==> config.mk <==
export PLATFORM = sky130hd
export DESIGN_NAME = seq_frame_tx
export DESIGN_NICKNAME = d
export VERILOG_FILES = /design/src/rtl/seq_frame_pkg.sv /design/src/rtl/seq_stuffer.sv /design/src/rtl/seq_frame_tx.sv
export SDC_FILE = /design/constraint.sdc
export NUM_CORES = 1
export LEC_CHECK = 0
export BUFFER_PORTS_ARGS = -buffer_cell sky130_fd_sc_hd__buf_2
export CORE_ASPECT_RATIO = 1.1
export CORE_MARGIN = 5
export CORE_UTILIZATION = 49
export CTS_CLUSTER_SIZE = 30
export DETAILED_ROUTE_END_ITERATION = 12
export PLACE_DENSITY = 0.8
export SLEW_MARGIN = 20
export SYNTH_ARGS = -nofsm -noshare
export SYNTH_HDL_FRONTEND = slang
export SYNTH_SLANG_ARGS = --single-unit
==> constraint.sdc <==
create_clock -name CLK -period 1.7 [get_ports CLK]
set_input_delay 0 -clock CLK [delete_from_list [all_inputs] [get_ports CLK]]
set_output_delay 0 -clock CLK [all_outputs]
set_load 0.01 [all_outputs]
==> src/rtl/seq_frame_pkg.sv <==
// Shared definitions for the "100"-delimited serial frame format,
// used by the transmitter and the receiver-side destuffer.
package seq_frame_pkg;

  typedef enum logic [1:0] {
    IDLE  = 2'd0,
    DATA  = 2'd1,
    PAR   = 2'd2,
    DELIM = 2'd3
  } seq_state_e;

  localparam logic [2:0] SEQ_DELIM      = 3'b100;
  localparam logic       SEQ_IDLE_LEVEL = 1'b1;

endpackage

==> src/rtl/seq_stuffer.sv <==
// Tracks the last two bits driven on the line and flags when a stuffed 1
// is needed to keep 1-0-0 from forming.
module seq_stuffer
  import seq_frame_pkg::*;
(
  input  logic CLK,
  input  logic RST,
  input  logic enable,
  input  logic bit_in,
  output logic stuff_now
);

  logic [1:0] hist;

  always_ff @(posedge CLK) begin
    if (RST) hist <= {2{SEQ_IDLE_LEVEL}};
    else     hist <= {hist[0], bit_in};
  end

  assign stuff_now = enable && (hist == 2'b10);

endmodule

==> src/rtl/seq_frame_tx.sv <==
// Bit-stuffing MSB-first serial frame transmitter closing each frame with 1-0-0.
// Optional even-parity bit before the delimiter: define SEQ_FRAME_TX_PARITY_EN.
module seq_frame_tx
  import seq_frame_pkg::*;
#(
  parameter int DATA_W = 8
) (
  input  logic              CLK,
  input  logic              RST,
  input  logic [DATA_W-1:0] DIN,
  input  logic              DIN_VALID,
  output logic              DIN_READY,
  output logic              SOUT,
  output logic              BUSY,
  output logic              DONE
);

  localparam int             CNT_W    = $clog2(DATA_W + 1);
  localparam logic [CNT_W-1:0] CNT_LAST = CNT_W'(DATA_W);
  localparam logic [CNT_W-1:0] CNT_ONE  = CNT_W'(1);

`ifdef SEQ_FRAME_TX_PARITY_EN
  localparam seq_state_e POST_DATA = PAR;
  logic par_q, par_d;
`else
  localparam seq_state_e POST_DATA = DELIM;
`endif

  seq_state_e        state_q, state_d;
  logic [DATA_W-1:0] shreg_q, shreg_d;
  logic [CNT_W-1:0]  cnt_q, cnt_d;
  logic [1:0]        dcnt_q, dcnt_d;
  logic              sout_q, sout_d;
  logic              done_q, done_d;
  logic              stuff_en, stuff_now, pay_bit;

  assign stuff_en = (state_q == DATA) || (state_q == PAR);

  seq_stuffer u_stuffer (
    .CLK       (CLK),
    .RST       (RST),
    .enable    (stuff_en),
    .bit_in    (sout_d),
    .stuff_now (stuff_now)
  );

  // state_q names the source of the next bit; SOUT lags it by one register,
  // so the DONE cycle already sits in IDLE and must still read as busy.
  assign DIN_READY = (state_q == IDLE) && !done_q;
  assign BUSY      = !DIN_READY;
  assign SOUT      = sout_q;
  assign DONE      = done_q;

  always_comb begin
    state_d = state_q;
    shreg_d = shreg_q;
    cnt_d   = cnt_q;
    dcnt_d  = dcnt_q;
    sout_d  = SEQ_IDLE_LEVEL;
    done_d  = 1'b0;
    pay_bit = shreg_q[DATA_W-1];
`ifdef SEQ_FRAME_TX_PARITY_EN
    par_d   = par_q;
`endif
    case (state_q)
      IDLE: begin
        if (DIN_VALID && DIN_READY) begin
          pay_bit = DIN[DATA_W-1];
          sout_d  = pay_bit;
          shreg_d = DIN << 1;
          cnt_d   = CNT_ONE;
`ifdef SEQ_FRAME_TX_PARITY_EN
          par_d   = pay_bit;
`endif
          // A last payload bit of 0 after a 1 keeps DATA alive for its stuff.
          state_d = (cnt_d == CNT_LAST && !(sout_q && !pay_bit)) ? POST_DATA : DATA;
        end
      end
      DATA: begin
        if (stuff_now) begin
          sout_d = 1'b1;
          if (cnt_q == CNT_LAST) state_d = POST_DATA;
        end else begin
          sout_d  = pay_bit;
          shreg_d = shreg_q << 1;
          cnt_d   = cnt_q + CNT_ONE;
`ifdef SEQ_FRAME_TX_PARITY_EN
          par_d   = par_q ^ pay_bit;
`endif
          if (cnt_d == CNT_LAST && !(sout_q && !pay_bit)) state_d = POST_DATA;
        end
      end
`ifdef SEQ_FRAME_TX_PARITY_EN
      PAR: begin
        if (stuff_now) begin
          sout_d = 1'b1;
        end else begin
          sout_d  = par_q;
          state_d = DELIM;
        end
      end
`endif
      DELIM: begin
        sout_d = SEQ_DELIM[2'd2 - dcnt_q];
        dcnt_d = dcnt_q + 2'd1;
        if (dcnt_q == 2'd2) begin
          done_d  = 1'b1;
          dcnt_d  = 2'd0;
          state_d = IDLE;
        end
      end
      default: state_d = IDLE;
    endcase
  end

  always_ff @(posedge CLK) begin
    if (RST) begin
      state_q <= IDLE;
      shreg_q <= '0;
      cnt_q   <= '0;
      dcnt_q  <= '0;
      sout_q  <= SEQ_IDLE_LEVEL;
      done_q  <= 1'b0;
`ifdef SEQ_FRAME_TX_PARITY_EN
      par_q   <= 1'b0;
`endif
    end else begin
      state_q <= state_d;
      shreg_q <= shreg_d;
      cnt_q   <= cnt_d;
      dcnt_q  <= dcnt_d;
      sout_q  <= sout_d;
      done_q  <= done_d;
`ifdef SEQ_FRAME_TX_PARITY_EN
      par_q   <= par_d;
`endif
    end
  end

endmodule

# --- Word-level counts from Yosys, hierarchy flattened ---
# Index checks and enable logic that the tools add are counted.
totals:
  register_bits: 20
  latch_bits: 0
  mem_bits_rw: 0
  romBits: 0
  inputBits: 11
  out_inout_bits: 4
  wordCells: 58
  memories: 0
op_classes:
  add_sub_neg: 3
  multipliers: 0
  n_div: 0
  n_lt_le_gt_ge: 1
  eq_ne: 12
  shift: 0
  n_mux: 19
  bitwise_logic: 1
  reduce_logical: 15
ops:
  columns: ["cell", "count"]
  rows:
  - ["$mux 8", 2]
  - ["$pmux 8 s2", 1]
  - ["$mux 2", 6]
  - ["$eq 2x2->1 const B", 4]
  - ["$eq 4x4->1 const B", 2]
  - ["$mux 4", 2]
  - ["$pmux 4 s2", 1]
  - ["$ne 3x2->1 const B", 2]
  - ["$pmux 2 s3", 1]
  - ["$logic_and 1x1->1", 5]
  - ["$add 4x1->4 const B", 1]
  - ["$logic_not 1->1", 4]
  - ["$mux 1", 4]
  - ["$ne 2x2->1 const B", 2]
  - ["$reduce_and 4->1", 1]
  - ["$lt 2x3->1 const B", 1]
  - ["$pmux 1 s3", 1]
  - ["$reduce_and 3->1", 1]
  - ["$add 2x1->2 const B", 1]
  - ["$bmux 1 s2", 1]
  - ["$eq 2x1->1 const B", 1]
  - ["$logic_not 2->1", 1]
  - ["$ne 2x1->1 const B", 1]
  - ["$reduce_bool 2->1", 1]
  - ["other kinds (4)", 4]

# --- Logic depth before layout (Yosys ltp) ---
# Gate-level depths: netlist of the first run.
depth:
  ltp_word: 7
  ltp_mapped: 8
  ltp_nobuf: 6

# --- Cells and area by module ---
# A second synthesis of the first run with hierarchy kept.
hier_totals:
  hier_cells: 112
  area_unflattened_um2: 999.7
by_module_without_submodules:
  columns: ["module", "n_inst", "cells_per_inst", "area_per_inst_um2", "seq_area_each_um2"]
  rows:
  - ["seq_frame_tx", 1, 107, 937.1, 340.3]
  - ["seq_stuffer", 1, 5, 62.6, 40.0]

# --- Worst setup path before layout of the first run ---
# OpenSTA, ideal clock, no wires.
synth_path:
  path_kind: "reg-to-reg"
  start: "register state_q[0]"
  end: "register cnt_q[1]"
  setup_ps: 130
  arrival_time_ps: 1563
  t_required_ps: 1570
  path_slack_ps: 7
  path_stages_with_launch: 8
  path_buffers: 1
  synth_period_minus_slack_ps: 1693
  cell_sequence: "dfxtp_1 inv_1 ha_1 and4b_1 a211oi_4 buf_6 a2bb2oi_1 nor2_1"
synth_between:
  elab_chain_len: 5
  word_cells_on_any_way: 12
  classes_between: "eq/ne (4); mux (1); reduce/logical (7)"
synth_lines:
  columns: ["element", "line", "rtl"]
  rows:
  - ["start: declaration", "seq_frame_tx.sv:29", "seq_state_e state_q, state_d;"]
  - ["start signal: assignment", "seq_frame_tx.sv:128", "state_q <= state_d;"]
  - ["$eq 2x1->1, or another cell as far along", "seq_frame_tx.sv:37, seq_frame_tx.sv:65", null]
  - ["$logic_or 1x1->1 / $logic_and 1x1->1 (equally long branches)", "seq_frame_tx.sv:37, seq_frame_tx.sv:49", null]
  - ["$logic_and 1x1->1, on equally long branches", "seq_stuffer.sv:20, seq_frame_tx.sv:67", null]
  - ["$ne 2x2->1 (no line) / $ne 2x1->1 (equally long branches)", null, null]
  - ["$reduce_and 3->1 (no line)", null, null]
  - ["end signal: assignment", "seq_frame_tx.sv:130", "cnt_q <= cnt_d;"]
  - ["end: declaration", "seq_frame_tx.sv:31", "logic [CNT_W-1:0] cnt_q, cnt_d;"]
# Several ways; a longest one is shown, not always the timed one.
# A chain may end at the register's enable or synchronous reset.

# --- Final worst setup path of the first run ---
layout_path:
  start: "register state_q[1]"
  end: "register cnt_q[2]"
# Same word-level chain as after synthesis.

==> results of run 1 <==
## what timing repair did
item,4_1_cts,5_1_grt
gates cloned,0,2
buffers inserted,0,10
hold endpoints to repair,1,0
pin swaps,0,12
endpoints found under the setup margin,10,13
hold buffers,1,0
resized for setup,1,25
## power groups by stage
| stage | Combinational, uW | Sequential (uW) | Clock, uW |
|---|---|---|---|
| after global routing | 859 | 564 | 300 |
| after floorplan | 357 | 538 | 0 |
| after global placement | 464 | 546 | 0 |
| after CTS | 485 | 545 | 278 |
| after detailed placement | 479 | 552 | 0 |
| final | 797 | 556 | 286 |
## logic make-up (layout without fill, tap and decap cells)
logic type / after synthesis / after routing
XOR/XNOR: 1 / 1
flip-flops: 18 / 18
AO/OA/AOI/OAI: 25 / 25
adder cells (fa/ha/maj): 6 / 6
AND/OR/NAND/NOR: 38 / 38
buffers and inverters: 12 / 43
multiplexers: 6 / 6
## cells in the final DEF (no fill, tap or decap), types with 2 or more instances in the layout
master	netlist	final
sky130_fd_sc_hd__a211oi_1	8	7
sky130_fd_sc_hd__ha_4	0	2
sky130_fd_sc_hd__dfxtp_1	18	16
sky130_fd_sc_hd__a31o_2	2	2
sky130_fd_sc_hd__mux2i_1	6	6
sky130_fd_sc_hd__buf_2	0	14
sky130_fd_sc_hd__ha_1	6	4
sky130_fd_sc_hd__nand2b_1	7	5
sky130_fd_sc_hd__a21oi_1	5	5
sky130_fd_sc_hd__nand3_1	3	3
sky130_fd_sc_hd__a211oi_2	3	4
sky130_fd_sc_hd__nand2b_4	0	2
sky130_fd_sc_hd__clkbuf_4	0	3
sky130_fd_sc_hd__a31oi_1	2	2
sky130_fd_sc_hd__nor2_2	1	4
sky130_fd_sc_hd__clkbuf_16	0	2
sky130_fd_sc_hd__nand2_1	7	7
sky130_fd_sc_hd__inv_4	0	2
sky130_fd_sc_hd__buf_4	1	9
sky130_fd_sc_hd__buf_6	1	3
sky130_fd_sc_hd__nor2_1	11	8
sky130_fd_sc_hd__nand3b_1	3	3
sky130_fd_sc_hd__inv_1	8	5
## registers in the layout, indices dropped and copies added (netlist names)
signal and count:
u_stuffer.hist 2, DONE 1, state_q 2, dcnt_q 2, shreg_q 7, cnt_q 4
## worst max-delay path, delay by kind of cell (launching register included)
kind | cells | cell delay (ns)
buf+inv | 3 | 0.36
flops | 1 | 0.38
fa+ha+maj | 1 | 0.23
simple gates | 2 | 0.34
compound gates | 2 | 0.27
## area by class of cell
cell class	count	share of cell area (%)
Tap cell	27	2.50
Clock buffer	4	2.68
Timing Repair Buffer	31	19.7
Multi-Input combinational cell	76	45.3
Inverter	8	2.87
Sequential cell	18	27.0
## per-stage QoR
step | total power, uW | cell area, um2 | hold slack [ns] | setup TNS [ns]
final | 1640 | 1350 | 0.0188 | -0.000798
after global routing | 1720 | 1350 | 0.0321 | -0.375
after CTS | 1310 | 1140 | 0.0251 | 0
after detailed placement | 1030 | 1090 | 0.283 | -0.00850
after global placement | 1010 | 1090 | 0.286 | 0
after floorplan | 896 | 970 | 0.165 | 0
## layer usage
metal | part of all wire, % | GRT usage (%) | up-vias | wire, um
li1 | - | - | 441 | -
met1 | 42 | 18.7 | 443 | 1030
met2 | 52 | 23.4 | 28 | 1270
met3 | 4.3 | 3.70 | 10 | 105
met4 | 2.2 | 6.20 | 0 | 55
met5 | 0 | 0 | - | 0
## Yosys cell counts (2+ instances only)
library cell | count | share of area (%)
sky130_fd_sc_hd__nand2_1 | 7 | 2.7
sky130_fd_sc_hd__dfxtp_1 | 18 | 37
sky130_fd_sc_hd__nand2b_1 | 7 | 4.5
sky130_fd_sc_hd__a211oi_2 | 3 | 3.9
sky130_fd_sc_hd__nor2_1 | 11 | 4.3
sky130_fd_sc_hd__clkbuf_1 | 2 | 0.77
sky130_fd_sc_hd__nand3b_1 | 3 | 2.3
sky130_fd_sc_hd__a211oi_1 | 8 | 6.2
sky130_fd_sc_hd__a21oi_1 | 5 | 2.6
sky130_fd_sc_hd__a31o_2 | 2 | 1.8
sky130_fd_sc_hd__a31oi_1 | 2 | 1.3
sky130_fd_sc_hd__inv_1 | 8 | 3.1
sky130_fd_sc_hd__nand3_1 | 3 | 1.5
sky130_fd_sc_hd__mux2i_1 | 6 | 6.2
sky130_fd_sc_hd__ha_1 | 6 | 7.7
## worst paths after layout
check | startpoint | to | slack (ns)
setup / recovery | state_q[1] | cnt_q[2] | -0.0008
hold / removal | DIN[2] | shreg_q[3] | 0.02
setup reg to reg | state_q[1] | cnt_q[2] | -0.0008
hold reg to reg | shreg_q[1] | shreg_q[1] | 0.49
==> metrics.cfg, run 1 <==
[sta]
shortest_period_the_worst_path_allows_ns = 1.70
report.final.slew_viol_count = 0
post-route-period-util_pct = 100
rsz0062_at_grt = yes
slew_headroom_pct = 75.4
clock-skew-final_ns = 0.0148
setup_ws_ns = -0.000798
final-hold-violation-count = 0
setup_viol_count_final = 1
worstMarginPinSlew_ns = 0.369
maxClockFrequency_mhz = 588

[run_status]
violations = negative setup slack
status = complete, but fails checks

[clock_tree]
clock_path_buffers = 2
clkSinkCount = 18
clock_latency_ns = 0.31
clock_input_transition_at_the_sequential_cells_of_the_worst_setup_and_hold_paths_ns = 0.13
cts_root_buf = sky130_fd_sc_hd__clkbuf_4
cts_tree = done
cts-buffers-inserted = 3
htree_levels = 1

[floorplanning]
initial_core_util_pct = 52.6
rows = 16
die_w_um = 52.4
die_area_um2 = 2970
die-height_um = 56.7
num_io_pins = 15
core_um2 = 1840

[layout]
utilization_pct = 73.5
ff_latch_area_um2 = 365
n_fill_cell = 138
antenna_cells_inserted = 0
share_of_layout_cells_above_drive_strength_1_pct = 41.6
cell_count_final_fillers_out = 164
areaGrowthSynthToFinish_pct = 39.6
multiInputGateArea_um2 = 613
nNetsFinal = 155

[worst_setup_path]
setup.worst_path.start_class = register
timing.critical_path.slowest_cell_delay_ns = 0.38
timing.critical_path.arrival_ns = 1.88
timing.reg2reg.worst_path_depth = 8
crit_chain = inv_4 -> ha_4 -> and4b_1 -> a211oi_4 -> buf_6 -> clkbuf_16 -> nand2b_4 -> a31oi_1
crit_required_ns = 1.88
critical_path_start_end_classification = register to register
crit_slowest_cell = sky130_fd_sc_hd__dfxtp_2
critical_path_maximum_fanout = 6
crit_path_end_kind = register

[logic_synthesis]
synth_simple_gate_area_share_pct = 20.9
yosys.area_share.adder_pct = 7.74
synth_top_family_by_area = compound AO/OA/AOI/OAI gates
synth_nets = 123
ys_async_sr_fraction_pct = 0
avgSynthCellArea_um2 = 9.15
synth_top_flop_cell = sky130_fd_sc_hd__dfxtp_1
synthMuxAreaShare_pct = 6.19
synth_xor_area_share_pct = 0.903
synth_sequential_area_ratio_pct = 37.2
number_of_enable_type_register_cells_in_the_synthesized_netlist = 0
synthesis.area_um2 = 970
netlist_instances = 106
synth_compound_gate_area_share_pct = 21.3
total_of_flip_flops_plus_latches_after_synthesis = 18
yosys_warning_total = 0
ys_types = 30

[pwr]
power_frac_comb_pct = 48.6
power.share.switching_pct = 34.3
p_int_uw = 1080
switching_power_of_the_nets_uw = 562
sequential_power_share_pct = 33.9
vdd_drop_max_uv = 717
total_leakage_power_uw = 0.000555
power_density_nw_per_um2 = 1210
share_clk_of_total_power_pct = 17.4

[placement]
place_congestion = 0.879
dp_hpwl_um = 1490
place_ws_ns = -0.00850
placed_cells = 147
buffer_ports.inserted = 14

[global_route]
grt_first_pass_wirelength_um = 3330
pin_count_of_the_biggest_net_entering_global_routing = 19
number_of_antenna_violations_at_the_first_check_in_global_routing = 0
track_usage_pct = 14.8
grt_overflow = 0
grt_pass1_vias = 773

[route]
wire_per_inst_um = 15.0
drt-vias-per-instance = 5.62
detail_route.iter0.violations = 32
route.detailed.drc = 0
final_antenna_net_count = 0
route.final.wire_length_um = 2460
firstDrtPassIters = 4
dr_total_vias = 922

[run]
max_cap_viol_count = 0

[worst_hold_path]
worstHoldPathType = input port to register
hold_depth = 3

Power figures use the tool's default switching activity.
==> inputs of run 2 (changes only) <==
PLACE_DENSITY = 0.73   (was 0.8)
==> run 2 against run 1 <==
  * The run now ends clean
  * Setup slack gained 0.015 ns
  * Clock-buffer cell count is the same
  * Via count shrank 5.3%
  * Register-to-register slack is essentially flat
  * Highest routed layer unchanged
  * Die area is the same
==> metrics.cfg, run 2 (synthesis gave the netlist of run 1 again) <==
[worst_hold_path]
worstHoldPathType = input port to register  ; unchanged
holdCritStartpoint = DIN[5]  ; was DIN[2]

[placement]
buffer_ports.inserted = 14  ; unchanged
dp_hpwl_um = 1570  ; was 1490 um
place_congestion = 0.790  ; was 0.879

[layout]
utilization_pct = 72.1  ; was 73.5%
antenna_cells_inserted = 0  ; unchanged
most-common-layout-cells = sky130_fd_sc_hd__dfxtp_1 (16), sky130_fd_sc_hd__buf_2 (14), sky130_fd_sc_hd__nor2_1 (9), sky130_fd_sc_hd__nand2_1 (7)  ; was sky130_fd_sc_hd__dfxtp_1 (16), sky130_fd_sc_hd__buf_2 (14), sky130_fd_sc_hd__buf_4 (9), sky130_fd_sc_hd__nor2_1 (8)
largest_register_ff_count = 7  ; unchanged
top_register = shreg_q  ; unchanged
share_of_layout_cells_above_drive_strength_1_pct = 39.8  ; was 41.6%
most_common_library_cell_in_the_layout_ignoring_fill_and_taps = sky130_fd_sc_hd__dfxtp_1  ; unchanged
nNetsFinal = 151  ; was 155
reg_top3 = shreg_q: 7 flops, cnt_q: 4 flops  ; unchanged
areaGrowthSynthToFinish_pct = 36.9  ; was 39.6%

[pwr]
power_density_nw_per_um2 = 1170  ; was 1210 nW/um2
p_int_uw = 1030  ; was 1080 uW
vdd_drop_max_uv = 748  ; was 717 uV
finalPower_uw = 1560  ; was 1640 uW
share_clk_of_total_power_pct = 17.1  ; was 17.4%
power.share.switching_pct = 33.7  ; was 34.3%
switching_power_of_the_nets_uw = 525  ; was 562 uW
total_leakage_power_uw = 0.000540  ; was 0.000555 uW
power_frac_comb_pct = 47.4  ; was 48.6%
sequential_power_share_pct = 35.5  ; was 33.9%

[clock_tree]
clock_path_buffers = 2  ; unchanged
cts-buffers-inserted = 3  ; unchanged
clock_input_transition_at_the_sequential_cells_of_the_worst_setup_and_hold_paths_ns = 0.11  ; was 0.13 ns
clkSinkCount = 18  ; unchanged
clock_latency_ns = 0.29  ; was 0.31 ns
cts_root_buf = sky130_fd_sc_hd__clkbuf_4  ; unchanged
htree_levels = 1  ; unchanged
cts_tree = done  ; unchanged

[floorplanning]
initial_core_util_pct = 52.6  ; unchanged
rows = 16  ; unchanged
die_area_um2 = 2970  ; unchanged
num_io_pins = 15  ; unchanged
die_w_um = 52.4  ; unchanged
core_um2 = 1840  ; unchanged
die-height_um = 56.7  ; unchanged

[sta]
final-hold-violation-count = 0  ; unchanged
rsz0062_at_grt = yes  ; unchanged
worstMarginPinSlew_ns = 0.410  ; was 0.369 ns
shortest_period_the_worst_path_allows_ns = 1.69  ; was 1.70 ns
maxClockFrequency_mhz = 593  ; was 588 MHz
report.final.slew_viol_count = 0  ; unchanged
clock-skew-final_ns = 0.00851  ; was 0.0148 ns
slew_headroom_pct = 72.7  ; was 75.4%
setup_viol_count_final = 0  ; was 1
post-route-period-util_pct = 99.2  ; was 100%

[worst_setup_path]
timing.reg2reg.worst_path_depth = 8  ; unchanged
critical_path_maximum_fanout = 4  ; was 6
critical_path_start_end_classification = register to register  ; unchanged
setup.reg_to_reg.worst_slack_ns = 0.01  ; was -0.0008 ns
setup.worst_path.start_class = register  ; unchanged
timing.critical_path.arrival_ns = 1.87  ; was 1.88 ns
crit_required_ns = 1.88  ; about the same
crit-reg2reg-launch = state_q[1]  ; unchanged
rr_endpoint = cnt_q[3]  ; was cnt_q[2]
crit_path_end_kind = register  ; unchanged
crit_path_end = cnt_q[3]  ; was cnt_q[2]
cp-startpoint = state_q[1]  ; unchanged

[global_route]
grt_pass1_vias = 826  ; was 773
track_usage_pct = 15.4  ; was 14.8%
grt_first_pass_wirelength_um = 3530  ; was 3330 um
number_of_antenna_violations_at_the_first_check_in_global_routing = 0  ; unchanged
pin_count_of_the_biggest_net_entering_global_routing = 19  ; unchanged
grt_overflow = 0  ; unchanged

[route]
route.detailed.drc = 0  ; unchanged
firstDrtPassIters = 4  ; unchanged
detail_route.iter0.violations = 21  ; was 32
route.final.wire_length_um = 2360  ; was 2460 um
dr_total_vias = 873  ; was 922
wire_per_inst_um = 14.7  ; was 15.0 um
final_antenna_net_count = 0  ; unchanged
drt-vias-per-instance = 5.46  ; was 5.62

[run_status]
status = finished clean  ; was complete, but fails checks

[run]
max_cap_viol_count = 0  ; unchanged

## run 2: cell count changes in the layout (fill, tap and decap cells not counted), sizes merged
| cell | before | now |
|---|---|---|
| inv | 7 | 8 |
| clkinvlp | 1 | 0 |
| buf | 28 | 24 |
## run 2: power groups by stage
| stage | combinational, uW | sequential (uW) | clock (uW) |
|---|---|---|---|
| after floorplan | 357 | 538 | 0 |
| after global placement | 478 | 545 | 0 |
| after detailed placement | 495 | 550 | 0 |
| after CTS | 499 | 542 | 276 |
| after global routing | 783 | 563 | 291 |
| final | 738 | 553 | 266 |
## run 2: layout make-up
cell class,instances,area [um2]
inverter,8,35.0
tap,27,33.8
multi-input combinational,76,619
clock buffer,4,36.3
sequential,18,365
timing repair buffer,27,238
fill,152,514
## run 2: critical path, stage by stage (launching register included)
cell	delay, ns
sky130_fd_sc_hd__dfxtp_2	0.36
sky130_fd_sc_hd__inv_4	0.05
sky130_fd_sc_hd__ha_4	0.23
sky130_fd_sc_hd__and4b_1	0.21
sky130_fd_sc_hd__a211oi_4	0.25
sky130_fd_sc_hd__buf_12	0.16
sky130_fd_sc_hd__clkbuf_16	0.13
sky130_fd_sc_hd__nand2b_4	0.12
sky130_fd_sc_hd__a31oi_4	0.06
## run 2: worst min path at each step
stage,to,depth (start not counted),slack [ns]
finish,shreg_q[6],3,0.03
global route,shreg_q[3],3,0.06
CTS,shreg_q[6],3,0.03
detailed placement,shreg_q[1],3,0.29
global placement,shreg_q[1],3,0.29
floorplan,shreg_q[1],2,0.17
## run 2: timing repair
| item | 4_1_cts | 5_1_grt |
|---|---|---|
| cloned | 0 | 3 |
| endpoints found under the setup margin | 4 | 11 |
| setup buffers | 0 | 4 |
| hold buffers | 1 | 0 |
| endpoints found under the hold margin | 1 | 0 |
| resized for setup | 1 | 18 |
| pin swaps | 0 | 9 |
## run 2: through the flow
step / TNS, ns / setup WS [ns] / cells / hold WS [ns] / cell area [um2]
floorplan: 0 / 0.00740 / 106 / 0.165 / 970
CTS: 0 / 0.0229 / 153 / 0.0260 / 1140
global route: -0.106 / -0.0352 / 160 / 0.0578 / 1330
detailed placement: -0.0145 / -0.0145 / 148 / 0.290 / 1100
global placement: 0 / 0.0795 / 148 / 0.289 / 1100
finish: 0 / 0.0140 / 160 / 0.0346 / 1330
## run 2: per-layer routing
layer	GRT usage [%]	wire [um]	vias up	share of wire [%]
met5	0	0	-	0
met3	3.70	89	5	3.8
met2	24.8	1210	24	51
met4	6.93	16	0	0.68
li1	-	-	434	-
met1	18.9	1040	410	44
